===== config.mk =====
export PLATFORM = sky130hd
export DESIGN_NAME = alu_uart_ctrl_flat
export DESIGN_NICKNAME = d
export VERILOG_FILES = /design/src/rtl/alu_uart_ctrl_pkg.sv /design/src/rtl/alu_uart_ctrl_if.sv /design/src/rtl/alu_uart_ctrl_timeout_timer.sv /design/src/rtl/alu_uart_ctrl.sv /design/src/flat_wrapper.sv
export SDC_FILE = /design/constraint.sdc
export NUM_CORES = 1
export LEC_CHECK = 0
export CAP_MARGIN = 10
export CORE_UTILIZATION = 56
export CTS_BUF_LIST = sky130_fd_sc_hd__clkbuf_8
export CTS_CLUSTER_DIAMETER = 40
export CTS_CLUSTER_SIZE = 30
export DETAILED_ROUTE_END_ITERATION = 8
export PLACE_DENSITY = 0.95
export SETUP_SLACK_MARGIN = 0.05
export SKIP_LAST_GASP = 1
export SLEW_MARGIN = 25
export SYNTH_ARGS = -nofsm -noshare
export SYNTH_HDL_FRONTEND = slang
export SYNTH_SLANG_ARGS = --single-unit

===== constraint.sdc =====
create_clock -name i_clk -period 2.4 [get_ports i_clk]
set_input_delay 0.48 -clock i_clk [delete_from_list [all_inputs] [get_ports i_clk]]
set_output_delay 0.48 -clock i_clk [all_outputs]
set_load 0.1 [all_outputs]

===== src/rtl/alu_uart_ctrl_pkg.sv =====
// Shared definitions for the UART-to-ALU sequencer: state encoding and frame
// geometry.
package alu_uart_pkg;

   localparam int FRAME_LEN = 3;

   localparam logic [2:0] ST_WAIT_A  = 3'd0;
   localparam logic [2:0] ST_WAIT_B  = 3'd1;
   localparam logic [2:0] ST_WAIT_OP = 3'd2;
   localparam logic [2:0] ST_EXEC    = 3'd3;
   localparam logic [2:0] ST_SEND    = 3'd4;
   localparam logic [2:0] ST_WAIT_TX = 3'd5;

   typedef enum logic [2:0] {
      WAIT_A  = ST_WAIT_A,
      WAIT_B  = ST_WAIT_B,
      WAIT_OP = ST_WAIT_OP,
      EXEC    = ST_EXEC,
      SEND    = ST_SEND,
      WAIT_TX = ST_WAIT_TX
   } state_t;

   // Between the first and last byte of a frame: the inter-byte timer runs.
   function automatic logic in_frame(input state_t s);
      return (s == WAIT_B) || (s == WAIT_OP);
   endfunction

   // From the opcode capture until TX reports completion.
   function automatic logic is_busy(input state_t s);
      return (s == EXEC) || (s == SEND) || (s == WAIT_TX);
   endfunction

endpackage


===== src/rtl/alu_uart_ctrl_if.sv =====
// Bundle of the RX/TX/ALU signals seen by the sequencer; slave is the
// sequencer side, master is the board/environment side.
interface alu_uart_ctrl_if #(
   parameter int NB_DATA = 8,
   parameter int NB_OP   = 6
);

   logic [NB_DATA-1:0] i_rx_data;
   logic               i_rx_done;
   logic               i_tx_done;
   logic [NB_DATA-1:0] i_alu_result;

   logic [NB_DATA-1:0] o_alu_data_A;
   logic [NB_DATA-1:0] o_alu_data_B;
   logic [NB_OP-1:0]   o_alu_op;
   logic [NB_DATA-1:0] o_tx_data;
   logic               o_tx_start;
   logic               o_busy;
   logic               o_err;
   logic               o_overrun;

   modport slave (
      input  i_rx_data, i_rx_done, i_tx_done, i_alu_result,
      output o_alu_data_A, o_alu_data_B, o_alu_op, o_tx_data,
             o_tx_start, o_busy, o_err, o_overrun
   );

   modport master (
      output i_rx_data, i_rx_done, i_tx_done, i_alu_result,
      input  o_alu_data_A, o_alu_data_B, o_alu_op, o_tx_data,
             o_tx_start, o_busy, o_err, o_overrun
   );

endinterface


===== src/rtl/alu_uart_ctrl_timeout_timer.sv =====
// Inter-byte watchdog: counts enabled cycles since the last clear and flags
// the cycle in which the count sits at TIMEOUT_CYC-1.
module timeout_timer #(
   parameter int TIMEOUT_CYC = 1000000
) (
   input  logic i_clk,
   input  logic i_reset,
   input  logic i_clear,
   input  logic i_enable,
   output logic o_expired
);

   localparam int               CNT_W = (TIMEOUT_CYC > 1) ? $clog2(TIMEOUT_CYC) : 1;
   localparam logic [CNT_W-1:0] LAST  = CNT_W'(TIMEOUT_CYC - 1);

   logic [CNT_W-1:0] count_q;

   // NOTE: sequential state is assigned with <= only, so every register
   // samples the pre-edge value of its sources regardless of block order.
   always_ff @(posedge i_clk) begin
      if (!i_reset) begin
         count_q <= '0;
      end else if (i_clear) begin
         count_q <= '0;
      end else if (i_enable && (count_q != LAST)) begin
         count_q <= count_q + 1'b1;
      end
   end

   // A byte arriving in the expiry cycle clears the count and wins.
   assign o_expired = i_enable && !i_clear && (count_q == LAST);

endmodule


===== src/rtl/alu_uart_ctrl.sv =====
// Sequencer between UART RX/TX and a combinational ALU: collects A, B, opcode
// bytes, samples the ALU result and hands it to TX with a start/done handshake.
module alu_uart_ctrl
   import alu_uart_pkg::*;
#(
   parameter int NB_DATA     = 8,
   parameter int NB_OP       = 6,
   parameter int TIMEOUT_CYC = 1000000
) (
   input  logic            i_clk,
   input  logic            i_reset,
   alu_uart_ctrl_if.slave  bus
);

   state_t state_q;
   state_t state_d;

   logic load_a;
   logic load_b;
   logic load_op;
   logic load_tx;
   logic expired;
   logic timeout_hit;
   logic busy;

   logic [NB_DATA-1:0] data_a_q;
   logic [NB_DATA-1:0] data_b_q;
   logic [NB_OP-1:0]   op_q;
   logic [NB_DATA-1:0] tx_data_q;
   logic               err_q;
   logic               overrun_q;

   timeout_timer #(
      .TIMEOUT_CYC (TIMEOUT_CYC)
   ) u_timeout (
      .i_clk     (i_clk),
      .i_reset   (i_reset),
      .i_clear   (bus.i_rx_done),
      .i_enable  (in_frame(state_q)),
      .o_expired (expired)
   );

   assign busy        = is_busy(state_q);
   assign timeout_hit = expired;

   always_ff @(posedge i_clk) begin
      if (!i_reset) begin
         state_q <= WAIT_A;
      end else begin
         state_q <= state_d;
      end
   end

   // NOTE: every output of this block gets a default before the case, so no
   // path leaves a signal unassigned and no latch is inferred.
   always_comb begin
      state_d = state_q;
      load_a  = 1'b0;
      load_b  = 1'b0;
      load_op = 1'b0;
      load_tx = 1'b0;
      unique case (state_q)
         WAIT_A: begin
            if (bus.i_rx_done) begin
               load_a  = 1'b1;
               state_d = WAIT_B;
            end
         end
         WAIT_B: begin
            if (bus.i_rx_done) begin
               load_b  = 1'b1;
               state_d = WAIT_OP;
            end else if (timeout_hit) begin
               state_d = WAIT_A;
            end
         end
         WAIT_OP: begin
            if (bus.i_rx_done) begin
               load_op = 1'b1;
               state_d = EXEC;
            end else if (timeout_hit) begin
               state_d = WAIT_A;
            end
         end
         EXEC: begin
            load_tx = 1'b1;
            state_d = SEND;
         end
         SEND: begin
            state_d = WAIT_TX;
         end
         WAIT_TX: begin
            if (bus.i_tx_done) begin
               state_d = WAIT_A;
            end
         end
         default: begin
            state_d = WAIT_A;
         end
      endcase
   end

   // NOTE: these are a handful of control-visible registers, not a memory
   // array, so they carry a reset and start from a known 0.
   always_ff @(posedge i_clk) begin
      if (!i_reset) begin
         data_a_q  <= '0;
         data_b_q  <= '0;
         op_q      <= '0;
         tx_data_q <= '0;
         err_q     <= 1'b0;
         overrun_q <= 1'b0;
      end else begin
         if (load_a)  data_a_q  <= bus.i_rx_data;
         if (load_b)  data_b_q  <= bus.i_rx_data;
         if (load_op) op_q      <= bus.i_rx_data[NB_OP-1:0];
         if (load_tx) tx_data_q <= bus.i_alu_result;
         err_q     <= timeout_hit;
         overrun_q <= bus.i_rx_done && busy;
      end
   end

   // Upper opcode-byte bits are deliberately discarded.
   generate
      if (NB_OP < NB_DATA) begin : g_op_hi
         logic unused_op_hi;
         assign unused_op_hi = ^bus.i_rx_data[NB_DATA-1:NB_OP];
      end
   endgenerate

   assign bus.o_alu_data_A = data_a_q;
   assign bus.o_alu_data_B = data_b_q;
   assign bus.o_alu_op     = op_q;
   assign bus.o_tx_data    = tx_data_q;
   assign bus.o_tx_start   = (state_q == SEND);
   assign bus.o_busy       = busy;
   assign bus.o_err        = err_q;
   assign bus.o_overrun    = overrun_q;

endmodule


===== src/flat_wrapper.sv =====
// flat-port wrapper written by rule: the top's interface ports become plain ports
module alu_uart_ctrl_flat import alu_uart_pkg::*;
#(
   parameter int NB_DATA     = 8,
   parameter int NB_OP       = 6,
   parameter int TIMEOUT_CYC = 1000000
)
  (i_clk, i_reset, bus_i_rx_data, bus_i_rx_done, bus_i_tx_done, bus_i_alu_result, bus_o_alu_data_A, bus_o_alu_data_B, bus_o_alu_op, bus_o_tx_data, bus_o_tx_start, bus_o_busy, bus_o_err, bus_o_overrun);
  alu_uart_ctrl_if #(.NB_DATA(NB_DATA), .NB_OP(NB_OP)) bus_i ();
  input  logic i_clk;
  input  logic i_reset;
  input wire logic [$bits(bus_i.i_rx_data)-1:0] bus_i_rx_data;
  input wire logic [$bits(bus_i.i_rx_done)-1:0] bus_i_rx_done;
  input wire logic [$bits(bus_i.i_tx_done)-1:0] bus_i_tx_done;
  input wire logic [$bits(bus_i.i_alu_result)-1:0] bus_i_alu_result;
  output wire logic [$bits(bus_i.o_alu_data_A)-1:0] bus_o_alu_data_A;
  output wire logic [$bits(bus_i.o_alu_data_B)-1:0] bus_o_alu_data_B;
  output wire logic [$bits(bus_i.o_alu_op)-1:0] bus_o_alu_op;
  output wire logic [$bits(bus_i.o_tx_data)-1:0] bus_o_tx_data;
  output wire logic [$bits(bus_i.o_tx_start)-1:0] bus_o_tx_start;
  output wire logic [$bits(bus_i.o_busy)-1:0] bus_o_busy;
  output wire logic [$bits(bus_i.o_err)-1:0] bus_o_err;
  output wire logic [$bits(bus_i.o_overrun)-1:0] bus_o_overrun;
  assign bus_i.i_rx_data = bus_i_rx_data;
  assign bus_i.i_rx_done = bus_i_rx_done;
  assign bus_i.i_tx_done = bus_i_tx_done;
  assign bus_i.i_alu_result = bus_i_alu_result;
  assign bus_o_alu_data_A = bus_i.o_alu_data_A;
  assign bus_o_alu_data_B = bus_i.o_alu_data_B;
  assign bus_o_alu_op = bus_i.o_alu_op;
  assign bus_o_tx_data = bus_i.o_tx_data;
  assign bus_o_tx_start = bus_i.o_tx_start;
  assign bus_o_busy = bus_i.o_busy;
  assign bus_o_err = bus_i.o_err;
  assign bus_o_overrun = bus_i.o_overrun;
  alu_uart_ctrl #(.NB_DATA(NB_DATA), .NB_OP(NB_OP), .TIMEOUT_CYC(TIMEOUT_CYC)) u_core (.i_clk(i_clk), .i_reset(i_reset), .bus(bus_i));
endmodule

==> metrics, run 1 <==
CTS sink cnt=55; HPWL Detailed=3880 µm; VDD IR-drop max=between 400 and 500 µV; H-Tree Depth=2; share of cells above drive strength 1=between 10% and 20%; sequential share of power=roughly half; Clock transition at path regs=90 ps; vias per cell=5.70; cell leakage power=1.22 nW; Comb pwr share=18.7%; worst-margin pin slew=540 ps; CTS tree=built; Routed WL per cell=between 15 and 20 µm; PortBufs=53; sw power=0.000563 W; WS Path Type=flop to output pin; fill cell count=287; number of synthesized register bits=55; syn nets=around 280; GRT overflow=0; synthesized netlist cell count=258; placement-stage cell area=2990 µm²; Post-Synthesis Cell Area=around 2500 µm²; Yosys cell types=49; Initial DRC Count=120; final number of hold-violating endpoints=0; final instance area=about 3100 µm²; switching part of the total=29.4%; Final ANT Viol Nets=0; unrepaired setup endpoints after global routing=false; final setup vio count=0; largest net degree at the start of global routing=26; Setup TNS=0 ps; drt pass-1 iters=4; status=completed; Area contributors post-synth=dfxtp_1, mux2i_1, nor2b_1; most common cell after layout, fill and taps aside=dfxtp_1; WP data required=1920 ps; Cell Pwr Density=just over 600 nW/µm²; GRT Overall Usage=26.2%; Die Wd=68.6 µm; final WL=~5500 µm; CTS Root Cell=clkbuf_8; Fin Clk Skew=about 5.1 ps; Synth warnings=0; setup slack after layout=285 ps; Cell Rows=23; final cycle utilization of the critical path=88.1%; Clock Tree Buf Depth=2; Final Max Tran Viols=0; via count of the first global-routing pass=1942; Clock power frac=31.0%; startpoint types=flop; Final #Nets=334; core footprint=4120 µm²; average size of a mapped cell=9.62 µm²; Int Pwr=approximately 0.0014 W; number of flops mapped to enable cells by yosys=0; die area=4700 µm²; vias post-DR=2069; Die Height=68.6 µm; ANT cells=0; max-cap violations=0; Tmin final=2120 ps; Starting Density=between 60% and 70%; most frequent cells in the layout=dfxtp_1, buf_4, nand2_1, mux2i_1, nor2b_1; gpl congestion=between 0.7 and 0.8; Util after Layout=75.2%; Crit Path Max Fanout=10; first-pass GRT wire length=8880 µm; Post-CTS Setup Bufs=0; asr flop ratio synth=0%; Setup WS pre-CTS=354 ps; HP Class=flop to flop; fmax=approximately 470 MHz; Slew HR=a little under two thirds; Top FF cell, synth=dfxtp_1; Layout area overhead=24.7%; CTS hold repair buffers=0; PostCTS Resize Cnt=0; Arr. time, crit path=1640 ps; I/O pin cnt=54; sequential share of the synthesized area=44.4%; DRC errors left=0; Clk Latency, worst-skew pair=roughly 320 ps; antenna violations before repair=0; number of CTS-inserted buffers=5; element type at the critical path end=output pin; Yosys top cell by area=dfxtp_1; Synth top area share=between 40% and 50%
power by group through the flow:
stage	Sequential [W]	Combinational (W)	Clock [W]
final	0.000962	0.000358	0.000594
after floorplan	0.00112	0.000116	0
after CTS	0.000961	0.000358	0.000597
after global routing	0.000966	0.000376	0.000631
after detailed placement	0.000981	0.000357	0
after global placement	0.000981	0.000351	0
logic make-up after synthesis:
family,count (synthesis),synth area share (%)
multiplexers,26,10.5
adder cells (fa/ha/maj),1,0.504
AND/OR/NAND/NOR,110,26.9
flip-flops,55,44.4
buffers and inverters,18,3.58
XOR/XNOR,2,1.46
AO/OA/AOI/OAI,46,12.7
through the flow:
| stage | std cells | power (W) | hold slack, ps |
|---|---|---|---|
| detailed placement | 356 | 0.00134 | 456 |
| floorplan | 258 | 0.00123 | 443 |
| global route | 363 | 0.00197 | 501 |
| finish | 363 | 0.00191 | 468 |
| global placement | 356 | 0.00133 | 446 |
| CTS | 363 | 0.00192 | 469 |
per-layer routing:
metal / global-route usage (%) / vias to the layer above / share of wire (%)
met5: 0 / - / 0
met4: 9.90 / 0 / 1.7
met3: 9.70 / 8 / 5.9
met2: 43.3 / 58 / 47
met1: 30.7 / 972 / 45
li1: - / 1031 / -
synth_stat cells (2+ instances only):
cell type and number:
dfxtp_1 55, nand2_1 33, mux2i_1 26, nor2b_1 24
a21oi_1 14, o31ai_1 8, or4_1 8, clkbuf_1 7
nand2b_1 7, a21boi_0 6, inv_1 6, nand3_1 6
and3_1 5, nand4_1 4, nor2_1 4, a21boi_1 3
o21ai_0 3, a21oi_2 2, a31oi_1 2, and4_1 2
buf_2 2, buf_6 2, nor3_1 2, or3_1 2
area by class of cell:
| class | count | area (µm²) | area share, % |
|---|---|---|---|
| clock buffers | 5 | 68.8 | 2.22 |
| repair buffers | 60 | 510 | 16.5 |
| multi-input cells | 185 | 1290 | 41.8 |
| clock inverters | 2 | 33.8 | 1.09 |
| inverters | 6 | 22.5 | 0.728 |
| flip-flops and latches | 55 | 1100 | 35.6 |
| well taps | 50 | 62.6 | 2.02 |
worst paths after layout:
kind	cells past startpoint	start	to	slack, ps
max	4	u_core.state_q[0]	bus_o_busy	280
min	2	u_core.bus.o_alu_data_A[0]	u_core.bus.o_alu_data_A[0]	470
max reg2reg	4	u_core.state_q[0]	u_core.u_timeout.count_q[18]	400
min reg2reg	2	u_core.bus.o_alu_data_A[0]	u_core.bus.o_alu_data_A[0]	470
worst max-delay path: stages (launching register included):
cell and delay (ps):
dfxtp_1 640, nand3_1 140, buf_4 210, nand2_1 140, buf_12 190
state kept, by name, summed over array words and instances (netlist names):
register	cells
u_core.bus.o_overrun	1
u_core.bus.o_alu_data_B	8
u_core.state_q	3
u_core.bus.o_alu_op	6
u_core.bus.o_tx_data	8
u_core.bus.o_err	1
u_core.bus.o_alu_data_A	8
u_core.u_timeout.count_q	20
Power figures use the tool's default switching activity.
==> run 2: changes to the inputs <==
- ABC_CLOCK_PERIOD_IN_PS: not set -> 2400
==> results of run 2 <==
Final layout, timing and power as in run 1 (identical DEF).
